<file path="src/rtl/alu_ctrl_pkg.sv">
// Shared encodings for the EX-stage ALU control / iterative multiplier block.
// The decode function is the single source of truth for ALUOp/funct mapping.
package alu_ctrl_pkg;

    localparam logic [1:0] ALUOP_ADD   = 2'b00;
    localparam logic [1:0] ALUOP_SUB   = 2'b01;
    localparam logic [1:0] ALUOP_OR    = 2'b10;
    localparam logic [1:0] ALUOP_RTYPE = 2'b11;

    localparam logic [5:0] FUNCT_ADD = 6'b100000;
    localparam logic [5:0] FUNCT_SUB = 6'b100010;
    localparam logic [5:0] FUNCT_AND = 6'b100100;
    localparam logic [5:0] FUNCT_OR  = 6'b100101;
    localparam logic [5:0] FUNCT_SLT = 6'b101010;
    localparam logic [5:0] FUNCT_MUL = 6'b011000;

    localparam logic [3:0] CTRL_AND = 4'b0000;
    localparam logic [3:0] CTRL_OR  = 4'b0001;
    localparam logic [3:0] CTRL_ADD = 4'b0010;
    localparam logic [3:0] CTRL_SUB = 4'b0110;
    localparam logic [3:0] CTRL_SLT = 4'b0111;
    localparam logic [3:0] CTRL_MUL = 4'b1000;

    typedef enum logic [1:0] {
        ST_IDLE = 2'd0,
        ST_RUN  = 2'd1,
        ST_DONE = 2'd2
    } mul_state_e;

    typedef struct packed {
        logic [3:0] ctrl;
        logic       illegal;
    } dec_t;

    // Unsupported R-type functs fall back to ADD so the ALU never sees a held code.
    function automatic dec_t alu_decode(input logic [1:0] aluop, input logic [5:0] funct);
        dec_t d;
        d.ctrl    = CTRL_ADD;
        d.illegal = 1'b0;
        case (aluop)
            ALUOP_ADD: d.ctrl = CTRL_ADD;
            ALUOP_SUB: d.ctrl = CTRL_SUB;
            ALUOP_OR:  d.ctrl = CTRL_OR;
            ALUOP_RTYPE: begin
                case (funct)
                    FUNCT_ADD: d.ctrl = CTRL_ADD;
                    FUNCT_SUB: d.ctrl = CTRL_SUB;
                    FUNCT_AND: d.ctrl = CTRL_AND;
                    FUNCT_OR:  d.ctrl = CTRL_OR;
                    FUNCT_SLT: d.ctrl = CTRL_SLT;
                    FUNCT_MUL: d.ctrl = CTRL_MUL;
                    default: begin
                        d.ctrl    = CTRL_ADD;
                        d.illegal = 1'b1;
                    end
                endcase
            end
            default: d.ctrl = CTRL_ADD;
        endcase
        return d;
    endfunction

endpackage

</file>
<file path="src/rtl/alu_ctrl_mul_if.sv">
// EX-stage bundle between the pipeline (master) and the ALU control block (slave).
interface alu_ctrl_mul_if #(
    parameter int DATA_W = 32
);
    logic              valid_i;
    logic              flush_i;
    logic [5:0]        funct_i;
    logic [1:0]        ALUOp_i;
    logic [DATA_W-1:0] rs_data_i;
    logic [DATA_W-1:0] rt_data_i;
    logic [3:0]        ALUCtrl_o;
    logic              illegal_o;
    logic              mul_busy_o;
    logic              mul_done_o;
    logic [DATA_W-1:0] mul_result_o;

    modport master (
        output valid_i, flush_i, funct_i, ALUOp_i, rs_data_i, rt_data_i,
        input  ALUCtrl_o, illegal_o, mul_busy_o, mul_done_o, mul_result_o
    );

    modport slave (
        input  valid_i, flush_i, funct_i, ALUOp_i, rs_data_i, rt_data_i,
        output ALUCtrl_o, illegal_o, mul_busy_o, mul_done_o, mul_result_o
    );
endinterface

</file>
<file path="src/rtl/mul_iter.sv">
// Shift-add multiplier datapath retiring BPC multiplier bits per step.
// done_o is evaluated on the post-step values so the FSM can leave RUN on that edge.
module mul_iter #(
    parameter int DATA_W     = 32,
    parameter int BPC        = 1,
    parameter int EARLY_TERM = 0
) (
    input  logic              clk_i,
    input  logic              rst_i,
    input  logic              load_i,
    input  logic              step_i,
    input  logic [DATA_W-1:0] mcand_i,
    input  logic [DATA_W-1:0] mplier_i,
    output logic [DATA_W-1:0] acc_next_o,
    output logic              done_o
);
    localparam int   N        = DATA_W / BPC;
    localparam int   CNT_W    = $clog2(N + 1);
    localparam logic EARLY_EN = (EARLY_TERM != 32'sd0);

    logic [DATA_W-1:0] acc_q, mcand_q, mplier_q;
    logic [DATA_W-1:0] acc_d, mcand_d, mplier_d, pp_s;
    logic [CNT_W-1:0]  cnt_q, cnt_d;

    // Next-step values: sum of BPC shifted partial products, then shift operands.
    always_comb begin
        pp_s = '0;
        for (int b = 0; b < BPC; b++) begin
            if (mplier_q[b]) begin
                pp_s = pp_s + (mcand_q << b);
            end else begin
                pp_s = pp_s;
            end
        end
        acc_d    = acc_q + pp_s;
        mcand_d  = mcand_q << BPC;
        mplier_d = mplier_q >> BPC;
        cnt_d    = cnt_q + CNT_W'(1);
    end

    assign acc_next_o = acc_d;
    assign done_o     = (cnt_d == CNT_W'(N)) || (EARLY_EN && (mplier_d == '0));

    // Operand/accumulator registers: load on start, advance on each RUN step.
    always_ff @(posedge clk_i or negedge rst_i) begin
        if (!rst_i) begin
            acc_q    <= '0;
            mcand_q  <= '0;
            mplier_q <= '0;
            cnt_q    <= '0;
        end else if (load_i) begin
            acc_q    <= '0;
            mcand_q  <= mcand_i;
            mplier_q <= mplier_i;
            cnt_q    <= '0;
        end else if (step_i) begin
            acc_q    <= acc_d;
            mcand_q  <= mcand_d;
            mplier_q <= mplier_d;
            cnt_q    <= cnt_d;
        end else begin
            acc_q    <= acc_q;
            mcand_q  <= mcand_q;
            mplier_q <= mplier_q;
            cnt_q    <= cnt_q;
        end
    end
endmodule

</file>
<file path="src/rtl/alu_ctrl_mul.sv">
// ALU control decode plus the IDLE/RUN/DONE sequencer for the iterative multiplier.
// Decode and the stall request are combinational; the product is registered.
module alu_ctrl_mul
    import alu_ctrl_pkg::*;
#(
    parameter int DATA_W     = 32,
    parameter int BPC        = 1,
    parameter int EARLY_TERM = 0
) (
    input  logic           clk_i,
    input  logic           rst_i,
    alu_ctrl_mul_if.slave  bus
);
    mul_state_e        state_q;
    logic [DATA_W-1:0] result_q;
    logic [DATA_W-1:0] acc_next_s;
    logic              iter_done_s;
    logic              is_mul_s;
    logic              start_s;
    logic              step_s;
    dec_t              dec_s;

    assign dec_s         = alu_decode(bus.ALUOp_i, bus.funct_i);
    assign bus.ALUCtrl_o = dec_s.ctrl;
    assign bus.illegal_o = dec_s.illegal;

    assign is_mul_s = (bus.ALUOp_i == ALUOP_RTYPE) && (bus.funct_i == FUNCT_MUL);
    assign start_s  = bus.valid_i && !bus.flush_i && is_mul_s && (state_q == ST_IDLE);
    assign step_s   = (state_q == ST_RUN) && !bus.flush_i;

    // Stall is held low while reset is asserted even though start is combinational.
    assign bus.mul_busy_o   = rst_i && (start_s || (state_q == ST_RUN));
    assign bus.mul_done_o   = (state_q == ST_DONE);
    assign bus.mul_result_o = result_q;

    mul_iter #(
        .DATA_W     (DATA_W),
        .BPC        (BPC),
        .EARLY_TERM (EARLY_TERM)
    ) u_mul_iter (
        .clk_i      (clk_i),
        .rst_i      (rst_i),
        .load_i     (start_s),
        .step_i     (step_s),
        .mcand_i    (bus.rs_data_i),
        .mplier_i   (bus.rt_data_i),
        .acc_next_o (acc_next_s),
        .done_o     (iter_done_s)
    );

    // Sequencer; DONE always returns to IDLE so a held mul cannot restart itself.
    always_ff @(posedge clk_i or negedge rst_i) begin
        if (!rst_i) begin
            state_q  <= ST_IDLE;
            result_q <= '0;
        end else begin
            case (state_q)
                ST_IDLE: begin
                    if (start_s) begin
                        state_q <= ST_RUN;
                    end else begin
                        state_q <= ST_IDLE;
                    end
                end
                ST_RUN: begin
                    if (bus.flush_i) begin
                        state_q <= ST_IDLE;
                    end else if (iter_done_s) begin
                        state_q  <= ST_DONE;
                        result_q <= acc_next_s;
                    end else begin
                        state_q <= ST_RUN;
                    end
                end
                ST_DONE: state_q <= ST_IDLE;
                default: state_q <= ST_IDLE;
            endcase
        end
    end
endmodule

</file>
<file path="src/flat_wrapper.sv">
// flat-port wrapper written by rule: the top's interface ports become plain ports
module alu_ctrl_mul_flat import alu_ctrl_pkg::*;
#(
    parameter int DATA_W     = 32,
    parameter int BPC        = 1,
    parameter int EARLY_TERM = 0
)
  (clk_i, rst_i, bus_valid_i, bus_flush_i, bus_funct_i, bus_ALUOp_i, bus_rs_data_i, bus_rt_data_i, bus_ALUCtrl_o, bus_illegal_o, bus_mul_busy_o, bus_mul_done_o, bus_mul_result_o);
  alu_ctrl_mul_if #(.DATA_W(DATA_W)) bus_i ();
  input  logic clk_i;
  input  logic rst_i;
  input wire logic [$bits(bus_i.valid_i)-1:0] bus_valid_i;
  input wire logic [$bits(bus_i.flush_i)-1:0] bus_flush_i;
  input wire logic [$bits(bus_i.funct_i)-1:0] bus_funct_i;
  input wire logic [$bits(bus_i.ALUOp_i)-1:0] bus_ALUOp_i;
  input wire logic [$bits(bus_i.rs_data_i)-1:0] bus_rs_data_i;
  input wire logic [$bits(bus_i.rt_data_i)-1:0] bus_rt_data_i;
  output wire logic [$bits(bus_i.ALUCtrl_o)-1:0] bus_ALUCtrl_o;
  output wire logic [$bits(bus_i.illegal_o)-1:0] bus_illegal_o;
  output wire logic [$bits(bus_i.mul_busy_o)-1:0] bus_mul_busy_o;
  output wire logic [$bits(bus_i.mul_done_o)-1:0] bus_mul_done_o;
  output wire logic [$bits(bus_i.mul_result_o)-1:0] bus_mul_result_o;
  assign bus_i.valid_i = bus_valid_i;
  assign bus_i.flush_i = bus_flush_i;
  assign bus_i.funct_i = bus_funct_i;
  assign bus_i.ALUOp_i = bus_ALUOp_i;
  assign bus_i.rs_data_i = bus_rs_data_i;
  assign bus_i.rt_data_i = bus_rt_data_i;
  assign bus_ALUCtrl_o = bus_i.ALUCtrl_o;
  assign bus_illegal_o = bus_i.illegal_o;
  assign bus_mul_busy_o = bus_i.mul_busy_o;
  assign bus_mul_done_o = bus_i.mul_done_o;
  assign bus_mul_result_o = bus_i.mul_result_o;
  alu_ctrl_mul #(.DATA_W(DATA_W), .BPC(BPC), .EARLY_TERM(EARLY_TERM)) u_core (.clk_i(clk_i), .rst_i(rst_i), .bus(bus_i));
endmodule
</file>
<file path="config.mk">
export PLATFORM = sky130hd
export DESIGN_NAME = alu_ctrl_mul_flat
export DESIGN_NICKNAME = d
export VERILOG_FILES = /design/src/rtl/alu_ctrl_pkg.sv /design/src/rtl/alu_ctrl_mul_if.sv /design/src/rtl/mul_iter.sv /design/src/rtl/alu_ctrl_mul.sv /design/src/flat_wrapper.sv
export SDC_FILE = /design/constraint.sdc
export NUM_CORES = 1
export LEC_CHECK = 0
export ABC_AREA = 1
export CORE_ASPECT_RATIO = 0.6
export CORE_UTILIZATION = 38
export DETAILED_ROUTE_END_ITERATION = 8
export PLACE_DENSITY = 0.65
export SYNTH_ARGS = -nofsm -noshare
export SYNTH_HDL_FRONTEND = slang
export SYNTH_HIERARCHICAL = 1
export SYNTH_SLANG_ARGS = --single-unit
</file>
<file path="constraint.sdc">
create_clock -name clk_i -period 2.48 [get_ports clk_i]
set_input_delay 0.248 -clock clk_i [delete_from_list [all_inputs] [get_ports clk_i]]
set_output_delay 0.248 -clock clk_i [all_outputs]
set_load 0.02 [all_outputs]
</file>
==> results.cfg <==
[worst_setup_path]
startpoint_type = flip-flop
rr_startpoint = u_core/u_mul_iter/mplier_q[0]
worstSetupPathType = flip-flop to flip-flop
r2r_cells = 14
rr_endpoint = u_core/bus.mul_result_o[27]
required_ns = 2.80
r2r_slack_ns = 0.11
cp-end-kind = flip-flop
cp_max_fo = 17
arrival_ns = 2.68
cp-startpoint = u_core/u_mul_iter/mplier_q[0]

[floorplanning]
core_um2 = 21340
die_h_um = 117.2
row_count = 41
start_util_pct = 39.37
die-width_um = 194.0
ios = 115
die-area_um2 = 22730

[sta]
timing_hold_violations_final = 0
worst_slew_pin_slew_ns = 0.7764
max_freq_mhz = 422.3
relSlewSlack_pct = 48.24
setup_slack_ns = 0.1122
slew_violations = 0
finalClockSkew_ns = 0.01045
layout_min_cycle_time_ns = 2.368
finalSetupViolations = 0
min_period_over_period_pct = 95.48

[global_route]
grt_max_degree = 137
grt_pass1_wl_um = 38610
grt_pass1_vias = 7236
antenna_found_initial = 0
grt.total_usage_pct = 22.00
gr-total-overflow = 0

[logic_synthesis]
synth_seq_area_share_pct = 40.51
ys_types = 43
synth_cells = 1177
yosys_warnings = 6
yosys.area.top_type = dfrtp_1
ys_ff_latch = 136
postSynth.asyncResetShare_pct = 100.0
synth_area_per_cell_um2 = 7.138
synth_top_area_share_pct = 40.51
ys_dominant_reg_cell = dfrtp_1
synth.most_common_cell = nand2_1
synth_edf_count = 0
synth.area.top_cells = dfrtp_1 41%, nand2_1 19%, inv_1 8.4%
syn_area_um2 = 8402
syn_nets = 1286
yosys-top-cells-count = 431 x nand2_1, 189 x inv_1, 136 x dfrtp_1, 86 x nor2_1, 40 x nand3_1

[run_status]
outcome = finished, final reports clean

[clocking]
numCtsBuffers = 17
htreeDepth = 4
clk_pin_slew_worst_paths_ns = 0.06
cts_root_buf = clkbuf_16
cts_tree = yes
insertion_delay_ns = 0.43
clock_path_buffers = 2
cts_sinks = 136

[place]
gp_congestion = 0.9830
io_buffers = 114
dp_cells = 1550
dp_slack_ns = 0.03762
hpwlAfterDp_um = 17550

[worst_hold_path]
hold_path.class = input port to flip-flop
hold_end = u_core/u_mul_iter/mplier_q[27]
min_from = bus_rt_data_i[27]
min_path_cells = 3

[routing]
wl_per_cell_um = 15.27
drc_errors = 0
drt-total-wl_um = 24210
drt_pre_antenna_iters = 5
antenna_left = 0
vias = 7695
viasPerCell = 4.852
drt_iter0_drc = 626

[finish]
nets = 1403
multi_input_area_um2 = 4262
diodes = 0
regArea_um2 = 3405
layout-drive-gt1-share_pct = 11.25
area_delta_synth_final_pct = 27.82
fillCellCount = 2075
instances_no_fill = 1586

[job]
max_cap_viol_count = 0

[pwr]
power.leakage_nw = 5.828
peakVddDrop_mv = 0.5010
power_density_nw_per_um2 = 625.2
## cells by family after synthesis
logic type | synth area share (%)
AND/OR/NAND/NOR | 31.06
XOR/XNOR | 2.249
flip-flops | 40.51
buffers and inverters | 11.20
AO/OA/AOI/OAI | 9.978
adder cells (fa/ha/maj) | 5.004
## through the flow
stage | util [%] | setup TNS [ns] | hold slack [ns] | instance area (µm²) | power, W
after floorplan | - | 0 | -0.04759 | 8402 | 0.003522
after global placement | 46.30 | 0 | 0.4410 | 9881 | 0.003993
after detailed placement | 46.30 | 0 | 0.4381 | 9881 | 0.004014
after CTS | 49.16 | 0 | 0.3818 | 10490 | 0.006658
after global routing | 50.32 | -0.01421 | 0.3955 | 10740 | 0.007073
final | 50.32 | 0 | 0.4060 | 10740 | 0.006714
## layer usage
| layer | GRT usage [%] | routed length (µm) | up-vias |
|---|---|---|---|
| met3 | 4.327 | 1405 | 17 |
| met1 | 33.85 | 12890 | 3581 |
| met4 | 5.661 | 182 | 0 |
| li1 | - | - | 3890 |
| met5 | 0 | 0 | - |
| met2 | 31.13 | 9730 | 207 |
## sequential cells by signal, indices dropped and copies added, names as in the netlist
register                    count
u_core/state_q                  2
u_core/u_mul_iter/mcand_q      32
u_core/u_mul_iter/acc_q        32
u_core/bus.mul_result_o        32
u_core/u_mul_iter/mplier_q     32
u_core/u_mul_iter/cnt_q         6
## critical path: stages (launching register included)
cell and delay [ns]:
dfrtp_2 0.42, buf_12 0.16, nand2_1 0.06, inv_1 0.08, ha_2 0.31, nand2_1 0.07, nand2_1 0.12, nand2_1 0.09
nand2_1 0.08, nand3b_2 0.29, nand2_1 0.13, nand3_1 0.09, and2_1 0.21, nand2_2 0.08, nand2_1 0.06
## repair_timing
| action | 4_1_cts | 5_1_grt |
|---|---|---|
| endpoints found under the hold margin | 51 | 0 |
| resized for setup | 0 | 47 |
| setup buffers | 0 | 2 |
| hold buffers | 1 | 0 |
| endpoints found under the setup margin | 0 | 18 |
## area by class of cell
cell class	count	share of cell area, %
clock buffers	18	4.089
clock inverters	14	1.503
inverters	198	6.944
multi-input cells	807	39.68
flip-flops and latches	136	31.70
well taps	279	3.251
repair buffers	134	12.83
## where the power goes
part	switching [W]	total [W]	internal (W)
combinational	0.000864	0.00150	0.000633
clock	0.00108	0.00261	0.00153
sequential	0.000163	0.00261	0.00245
## cell usage in the layout (no fill, tap or decap), types with 5 or more instances in the layout
cell type / n
nand2_1: 424
inv_1: 189
dfrtp_1: 135
clkdlybuf4s50_1: 112
nor2_1: 77
nand3_1: 37
o22ai_1: 35
nand2_2: 33
a21oi_1: 30
ha_1: 20
clkbuf_16: 18
o21ai_0: 17
and2_1: 15
buf_4: 13
xor2_1: 12
o221ai_1: 12
nor2_2: 11
a22oi_1: 11
a21oi_2: 8
inv_2: 7
o211ai_1: 7
ha_4: 7
a22o_1: 6
buf_12: 5
nand3_2: 5
ha_2: 5
## worst max-delay path by stage
stage / to / slack [ns]
2_1_floorplan: u_core/bus.mul_result_o[28] / 0.19
3_3_place_gp: u_core/bus.mul_result_o[28] / 0.08
3_5_place_dp: u_core/bus.mul_result_o[28] / 0.04
4_1_cts: u_core/bus.mul_result_o[28] / 0.04
5_1_grt: u_core/bus.mul_result_o[26] / -0.008
6_report: u_core/bus.mul_result_o[27] / 0.11
Power figures use the tool's default switching activity.
